==> config.mk <==
export PLATFORM = sky130hd
export DESIGN_NAME = eth_tx_clkgen
export DESIGN_NICKNAME = d
export VERILOG_FILES = /design/src/rtl/eth_tx_clkgen.sv
export SDC_FILE = /design/constraint.sdc
export NUM_CORES = 1
export LEC_CHECK = 0
export CORE_ASPECT_RATIO = 2
export CORE_UTILIZATION = 40
export DETAILED_ROUTE_END_ITERATION = 10
export MAX_ROUTING_LAYER = met4
export PLACE_DENSITY = 0.57
export SETUP_SLACK_MARGIN = 0.1
export SYNTH_ARGS = -nofsm -noshare
export SYNTH_HDL_FRONTEND = slang
export SYNTH_SLANG_ARGS = --single-unit
==> constraint.sdc <==
create_clock -name clk -period 6.62 [get_ports clk]
set_clock_uncertainty 0.05 [all_clocks]
set_input_delay 1.655 -clock clk [delete_from_list [all_inputs] [get_ports clk]]
set_output_delay 1.655 -clock clk [all_outputs]
set_load 0.005 [all_outputs]
==> src/rtl/eth_tx_clkgen.sv <==
// -----------------------------------------------------------------------------
// eth_tx_clkgen
//
// Ethernet TX clock generator for 1000/100/10 Mb operation. Every speed is
// derived from the single reference clock `clk` by a programmable phase
// counter. For each output clock period it produces:
//   - a 50%-duty DDR pattern (ddr_h / ddr_l) for the DDR output cell that
//     forwards the TX clock to the PHY, and
//   - a one-cycle clk_en at the start of the period for the TX datapath.
// Speed changes and start/stop are applied only on the last cycle of a
// period, so the forwarded clock never produces a runt half-cycle.
//
// Ports:
//   clk       in   reference clock (125 MHz at default divisors)
//   reset     in   synchronous, active-high reset
//   run_en    in   1 = generate clock, 0 = stop once the current period ends
//   eth_mode  in   gigabit select (takes priority over ena_10)
//   ena_10    in   10 Mb select when eth_mode = 0; both 0 selects 100 Mb
//   ddr_h     out  DDR data for the rising-edge half of the clk cycle
//   ddr_l     out  DDR data for the falling-edge half of the clk cycle
//   clk_en    out  one-cycle pulse at the start of each output period
//   running   out  1 while the generator is in RUN
//   speed     out  active speed: 2'b10 = 1000, 2'b00 = 100, 2'b01 = 10
//   mode_chg  out  one-cycle pulse when a different speed is loaded
//
// All outputs are registered from the current state/phase, so they are
// mutually aligned: mode_chg and the new speed code appear together with
// the first clk_en of the period that uses the new speed.
// -----------------------------------------------------------------------------
module eth_tx_clkgen #(
    parameter int DIV_1000 = 1,
    parameter int DIV_100  = 5,
    parameter int DIV_10   = 50,
    parameter int CNT_W    = 8
) (
    input  logic       clk,
    input  logic       reset,
    input  logic       run_en,
    input  logic       eth_mode,
    input  logic       ena_10,
    output logic       ddr_h,
    output logic       ddr_l,
    output logic       clk_en,
    output logic       running,
    output logic [1:0] speed,
    output logic       mode_chg
);

    // Divisors may equal 2**CNT_W, so they need one extra bit.
    localparam int DW = CNT_W + 1;

    localparam logic [1:0] SPD_1000 = 2'b10;
    localparam logic [1:0] SPD_100  = 2'b00;
    localparam logic [1:0] SPD_10   = 2'b01;

    typedef enum logic {
        ST_STOP = 1'b0,
        ST_RUN  = 1'b1
    } state_t;

    // Core state
    state_t           state_q, state_d;
    logic [CNT_W-1:0] ph_q,    ph_d;
    logic [DW-1:0]    div_q,   div_d;
    logic [1:0]       spd_q,   spd_d;
    logic             chg_q,   chg_d;   // set on the cycle after a speed load

    // Output registers
    logic             ddr_h_q,    ddr_h_d;
    logic             ddr_l_q,    ddr_l_d;
    logic             clk_en_q,   clk_en_d;
    logic             running_q,  running_d;
    logic [1:0]       speed_q,    speed_d;
    logic             mode_chg_q, mode_chg_d;

    // Requested speed decode
    logic [DW-1:0]    req_div;
    logic [1:0]       req_spd;
    logic             last_ph;

    always_comb begin
        req_div = DW'(DIV_100);
        req_spd = SPD_100;
        if (eth_mode) begin
            req_div = DW'(DIV_1000);
            req_spd = SPD_1000;
        end else if (ena_10) begin
            req_div = DW'(DIV_10);
            req_spd = SPD_10;
        end
    end

    assign last_ph = ({1'b0, ph_q} == (div_q - DW'(1)));

    // Next-state logic
    always_comb begin
        state_d = state_q;
        ph_d    = ph_q;
        div_d   = div_q;
        spd_d   = spd_q;
        chg_d   = 1'b0;

        unique case (state_q)
            ST_STOP: begin
                ph_d = '0;
                if (run_en) begin
                    state_d = ST_RUN;
                    div_d   = req_div;
                    spd_d   = req_spd;
                    chg_d   = (req_spd != spd_q);
                end
            end
            ST_RUN: begin
                if (!last_ph) begin
                    ph_d = ph_q + CNT_W'(1);
                end else if (!run_en) begin
                    state_d = ST_STOP;
                    ph_d    = '0;
                end else begin
                    // Period boundary: the only point where speed is sampled.
                    ph_d = '0;
                    if (req_spd != spd_q) begin
                        div_d = req_div;
                        spd_d = req_spd;
                        chg_d = 1'b1;
                    end
                end
            end
            default: begin
                state_d = ST_STOP;
                ph_d    = '0;
            end
        endcase
    end

    // Output decode from the current state/phase. Half-slot 2*ph feeds the
    // rising half and 2*ph+1 the falling half; the first div of the 2*div
    // half-slots are high, which keeps odd divisors at 50% duty.
    always_comb begin
        ddr_h_d    = 1'b0;
        ddr_l_d    = 1'b0;
        clk_en_d   = 1'b0;
        running_d  = 1'b0;
        speed_d    = spd_q;
        mode_chg_d = chg_q;
        if (state_q == ST_RUN) begin
            ddr_h_d   = ({ph_q, 1'b0} < div_q);
            ddr_l_d   = ({ph_q, 1'b1} < div_q);
            clk_en_d  = (ph_q == '0);
            running_d = 1'b1;
        end
    end

    always_ff @(posedge clk) begin
        if (reset) begin
            state_q    <= ST_STOP;
            ph_q       <= '0;
            div_q      <= DW'(DIV_100);
            spd_q      <= SPD_100;
            chg_q      <= 1'b0;
            ddr_h_q    <= 1'b0;
            ddr_l_q    <= 1'b0;
            clk_en_q   <= 1'b0;
            running_q  <= 1'b0;
            speed_q    <= SPD_100;
            mode_chg_q <= 1'b0;
        end else begin
            state_q    <= state_d;
            ph_q       <= ph_d;
            div_q      <= div_d;
            spd_q      <= spd_d;
            chg_q      <= chg_d;
            ddr_h_q    <= ddr_h_d;
            ddr_l_q    <= ddr_l_d;
            clk_en_q   <= clk_en_d;
            running_q  <= running_d;
            speed_q    <= speed_d;
            mode_chg_q <= mode_chg_d;
        end
    end

    assign ddr_h    = ddr_h_q;
    assign ddr_l    = ddr_l_q;
    assign clk_en   = clk_en_q;
    assign running  = running_q;
    assign speed    = speed_q;
    assign mode_chg = mode_chg_q;

endmodule

# Word level (Yosys, flattened, before mapping)
# Index checks and enable logic that the tools add are counted.
[op_classes]
addsub = 2
mul = 0
div_mod_pow = 0
order_cmp = 2
eq_ne = 6
shifts = 0
mux = 25
bitwise = 1
n_reduce_logical = 3
[ops]
columns = ["op", "count"]
rows = [
  ["9-bit two-way mux", 5],
  ["9-bit less-than comparator", 2],
  ["9-bit case mux with 2 select lines", 1],
  ["8-bit case mux with 2 select lines", 1],
  ["2-bit two-way mux", 5],
  ["8-bit by 9-bit == test with 1-bit output", 1],
  ["9-bit by 1-bit subtractor with 9-bit output, second input constant", 1],
  ["8-bit by 1-bit adder with 8-bit output, second input constant", 1],
  ["8-bit zero test", 1],
  ["1-bit two-way mux", 8],
  ["8-bit two-way mux", 1],
  ["6-bit two-way mux", 1],
  ["2-bit by 1-bit inequality test with 1-bit output, second input constant", 2],
  ["2-bit inequality test, second input constant", 2],
  ["1-bit case mux with 2 select lines", 2],
  ["2-bit case mux with 2 select lines", 1],
  ["4-bit AND reduction", 1],
  ["2-bit inequality test", 1],
  ["2-bit OR reduction", 1],
  ["1-bit inverter", 1],
]
[totals]
register_bits = 28
latch_bits = 0
ramBits = 0
romBits = 0
in_bits = 5
out_inout_bits = 7
mem_count = 0

# Logic depth before layout (Yosys ltp)
[logic_depth]
word_depth = 7
mapped_depth = 8

# Worst setup path before layout
# OpenSTA, ideal clock, no wires.
[synth_path]
path_kind = "in2reg"
from = "in eth_mode"
to = "reg spd_q[1]"
arrival_ns = 2.776
t_required_ns = 6.447
slack_ns = 3.671
stages = 5
n_path_buf = 0
path_cell_list = "or3_1 -> a21oi_1 -> nor3_1 -> a32o_2 -> mux2_1"
[synth_between]
elab_chain_len = 5
elab_cells_between_ends = 9
cone_classes = "eq/ne: 2; mux: 6; reduce/logical: 1"
[synth_lines]
columns = ["element", "line", "rtl"]
rows = [
  ["start: declaration", "39", "input logic eth_mode,"],
  ["2-bit two-way mux (*)", "84", "if (eth_mode) begin"],
  ["2-bit two-way mux", "122", "if (req_spd != spd_q) begin"],
  ["2-bit two-way mux", "116", "end else if (!run_en) begin"],
  ["2-bit two-way mux", "114", "if (!last_ph) begin"],
  ["2-bit case mux with 2 select lines", "103", "unique case (state_q)"],
  ["end signal: assignment", "171", "spd_q <= spd_d;"],
  ["end: declaration", "65", "logic [1:0] spd_q, spd_d;"],
]
# Every way passes the cells marked *; elsewhere a longest branch is shown, timed or not. The select of a mux whose other input is x is not followed.
# A chain may end at the register's enable or synchronous reset.

# Final worst setup path
[layout_path]
from = "in eth_mode"
to = "reg div_q[0]"
[layout_between]
elab_chain_len = 5
elab_cells_between_ends = 10
cone_classes = "eq/ne: 2; mux: 7; reduce/logical: 1"
[layout_lines]
columns = ["element", "line", "rtl"]
rows = [
  ["9-bit two-way mux", "84", ""],
  ["9-bit two-way mux", "122", ""],
  ["9-bit two-way mux", "116", ""],
  ["9-bit two-way mux", "114", ""],
  ["9-bit case mux with 2 select lines", "103", ""],
  ["end signal: assignment", "158", "div_q <= DW'(DIV_100);"],
  ["end signal: assignment", "170", "div_q <= div_d;"],
  ["end: declaration", "64", "logic [DW-1:0] div_q, div_d;"],
]
# Several ways; a longest one is shown, not always the timed one. The select of a mux whose other input is x is not followed.

==> run metrics <==
met2 usage 29.3%; CP max stage delay 0.48 ns; required time of the worst setup path 6.72 ns; GR Util met3 2.57%; largest net degree at the start of global routing 13; slowest stage cell, crit path clkdlybuf4s50_1; DRT antenna net count 0; Ports 12; GR peak layer met2; Initial Util 41.8%; Root Buffer clkbuf_8; Finished Core Util 48.2%; layout cells sized above 1 12.0%; RSZ-0062 raised after global routing false; final hold vios 0; Mapped Cells 121; crit path max fanout 6; CP Data Arrival Time 3.41 ns; Total Nets Final 149; Final Worst Setup Slack 3.31 ns; Seq/Total Area, Yosys 36.8%; Post-CTS Setup Inserts 0; Cell Rows 27; TritonCTS clock tree built; vias 848; post-synth cell types 38; HPWL Detailed 1780 um; worst skew pair latency 0.26 ns; Post-synth EDFFs 0; Setup crit start kind input port; DP Worst Slack 3.03 ns; first-pass GRT wire length 3620 um; hold_ws 0.394 ns; post-layout min period 3.31 ns; commonest non-fill, non-tap cells in the layout dfxtp_1 (21), nor2_1 (13), inv_1 (11), clkdlybuf4s50_1 (11), ha_1 (10); Pleak 0.535 nW; register bit total from synthesis 21; # setup viols final 0; Peak VDD IR 0.100 mV; worst reg2reg setup slack 3.82 ns; CTS buffer count 3; P per Cell Area 207 nW/um^2; Hold/Removal Path Class reg2reg; clock buffer depth 2; drt pass-1 iters 4; Mapped Nets 136; final non-filler cell total 162; grt ovf 0; gpl congestion 0.785; vias in the first global route 795; met1 GRT Util 18.7%; drt wl/cell 13.7 um; YS warnings 0; antenna violations before repair 0; outcome finished, final reports clean; number of H-tree levels 1; n_diodes 0; ys flop type dfxtp_1; initial DRC count 10; post-route setup TNS 0 ns; Final Max Tran Viols 0; cell count after placement 158; critical path class in2reg; Core Region 2740 um^2; Clock Sinks 21; drt total wl 2220 um; die footprint 3090 um^2; IO Port Bufs 11; Worst setup EP type register; Tightest Pin Transition 0.388 ns; drt via density 5.23; crit share post-route 49.9%; DRC viols 0; ys async rst share 0%; Fmax achieved 302 MHz; die height 77.6 um; die width 39.8 um; commonest non-fill, non-tap cell in the layout dfxtp_1; P&R area growth vs syn 15.3%; all-layer global routing usage 17.3%; # hold bufs at CTS 0; average cell area after synthesis 9.45 um^2; post-CTS sizing 0; Synth Cell Area 1140 um^2; max_slew headroom 74.0%; CP Cell Sequence clkdlybuf4s50_1 > or3_1 > a21oi_1 > nor3_1 > a32oi_2 > mux2_4; MaxCap Viol Count 0; Reg clk slew, reported paths 0.08 ns
-- synth_stat cells (2+ instances only) --
library cell   n  area (um^2)
a211o_1        2         17.5
a211oi_1       2         15.0
a21o_1         2         15.0
a21oi_1        3         15.0
buf_2          2         10.0
dfxtp_1       21          420
ha_1          10          125
inv_1         11         41.3
mux2i_1        2         20.0
nand2_1        4         15.0
nand2b_1       2         12.5
nand3_1        6         30.0
nor2_1        13         48.8
nor2b_1        5         31.3
nor3_1         2         10.0
nor3b_1        2         15.0
o21ai_0        3         15.0
xnor2_1        4         35.0
xor2_1         6         52.6
-- final timing paths --
check / from / to / depth (start not counted)
setup / recovery: eth_mode / div_q[0] / 6
hold / removal: chg_q / mode_chg / 1
setup reg to reg: spd_q[0] / spd_q[1] / 8
hold reg to reg: chg_q / mode_chg / 1
-- through the flow --
stage / power, mW / area [um^2]
floorplan: 0.176 / 1140
global placement: 0.193 / 1270
detailed placement: 0.194 / 1270
CTS: 0.279 / 1320
global route: 0.289 / 1320
finish: 0.273 / 1320
-- cells by family (layout without fill, tap and decap cells) --
| kind of cell | after synthesis | in the layout | share of synthesized area (%) |
|---|---|---|---|
| xor+xnor | 10 | 10 | 7.66 |
| fa+ha+maj | 10 | 10 | 10.9 |
| mux | 4 | 4 | 4.05 |
| simple gates | 46 | 46 | 23.1 |
| buf+inv | 14 | 26 | 5.14 |
| flops | 21 | 21 | 36.8 |
| compound gates | 16 | 16 | 12.4 |
-- sequential cells by signal (all words and copies together), names as in the netlist --
register and cells:
clk_en 1, speed 2, running 1, ddr_l 1, chg_q 1, spd_q 2
state_q 1, ddr_h 1, div_q 2, mode_chg 1, ph_q 8
-- cell type report --
| cell class | instances | area, um^2 |
|---|---|---|
| Fill cell | 265 | 1420 |
| Inverter | 11 | 41.3 |
| Tap cell | 29 | 36.3 |
| Clock buffer | 3 | 41.3 |
| Multi-Input combinational cell | 86 | 664 |
| Timing Repair Buffer | 11 | 110 |
| Clock inverter | 1 | 5.00 |
| Sequential cell | 21 | 420 |
-- power by group --
group	total (mW)	switching, mW	internal (mW)
registers	0.140	0.00608	0.134
clock network	0.0827	0.0408	0.0419
logic	0.0503	0.0245	0.0258
-- worst max-delay path, delay by kind of cell --
kind	cells	cell delay, ns
AOI/OAI and AO/OA	2	0.47
buffers and inverters	1	0.48
muxes	1	0.33
and+or+nand+nor	2	0.47
-- metal layers --
layer,vias to the layer above,part of all wire [%]
li1,443,-
met1,387,39
met2,13,57
met3,5,1.7
met4,0,1.9
met5,-,0
Power figures use the tool's default switching activity.
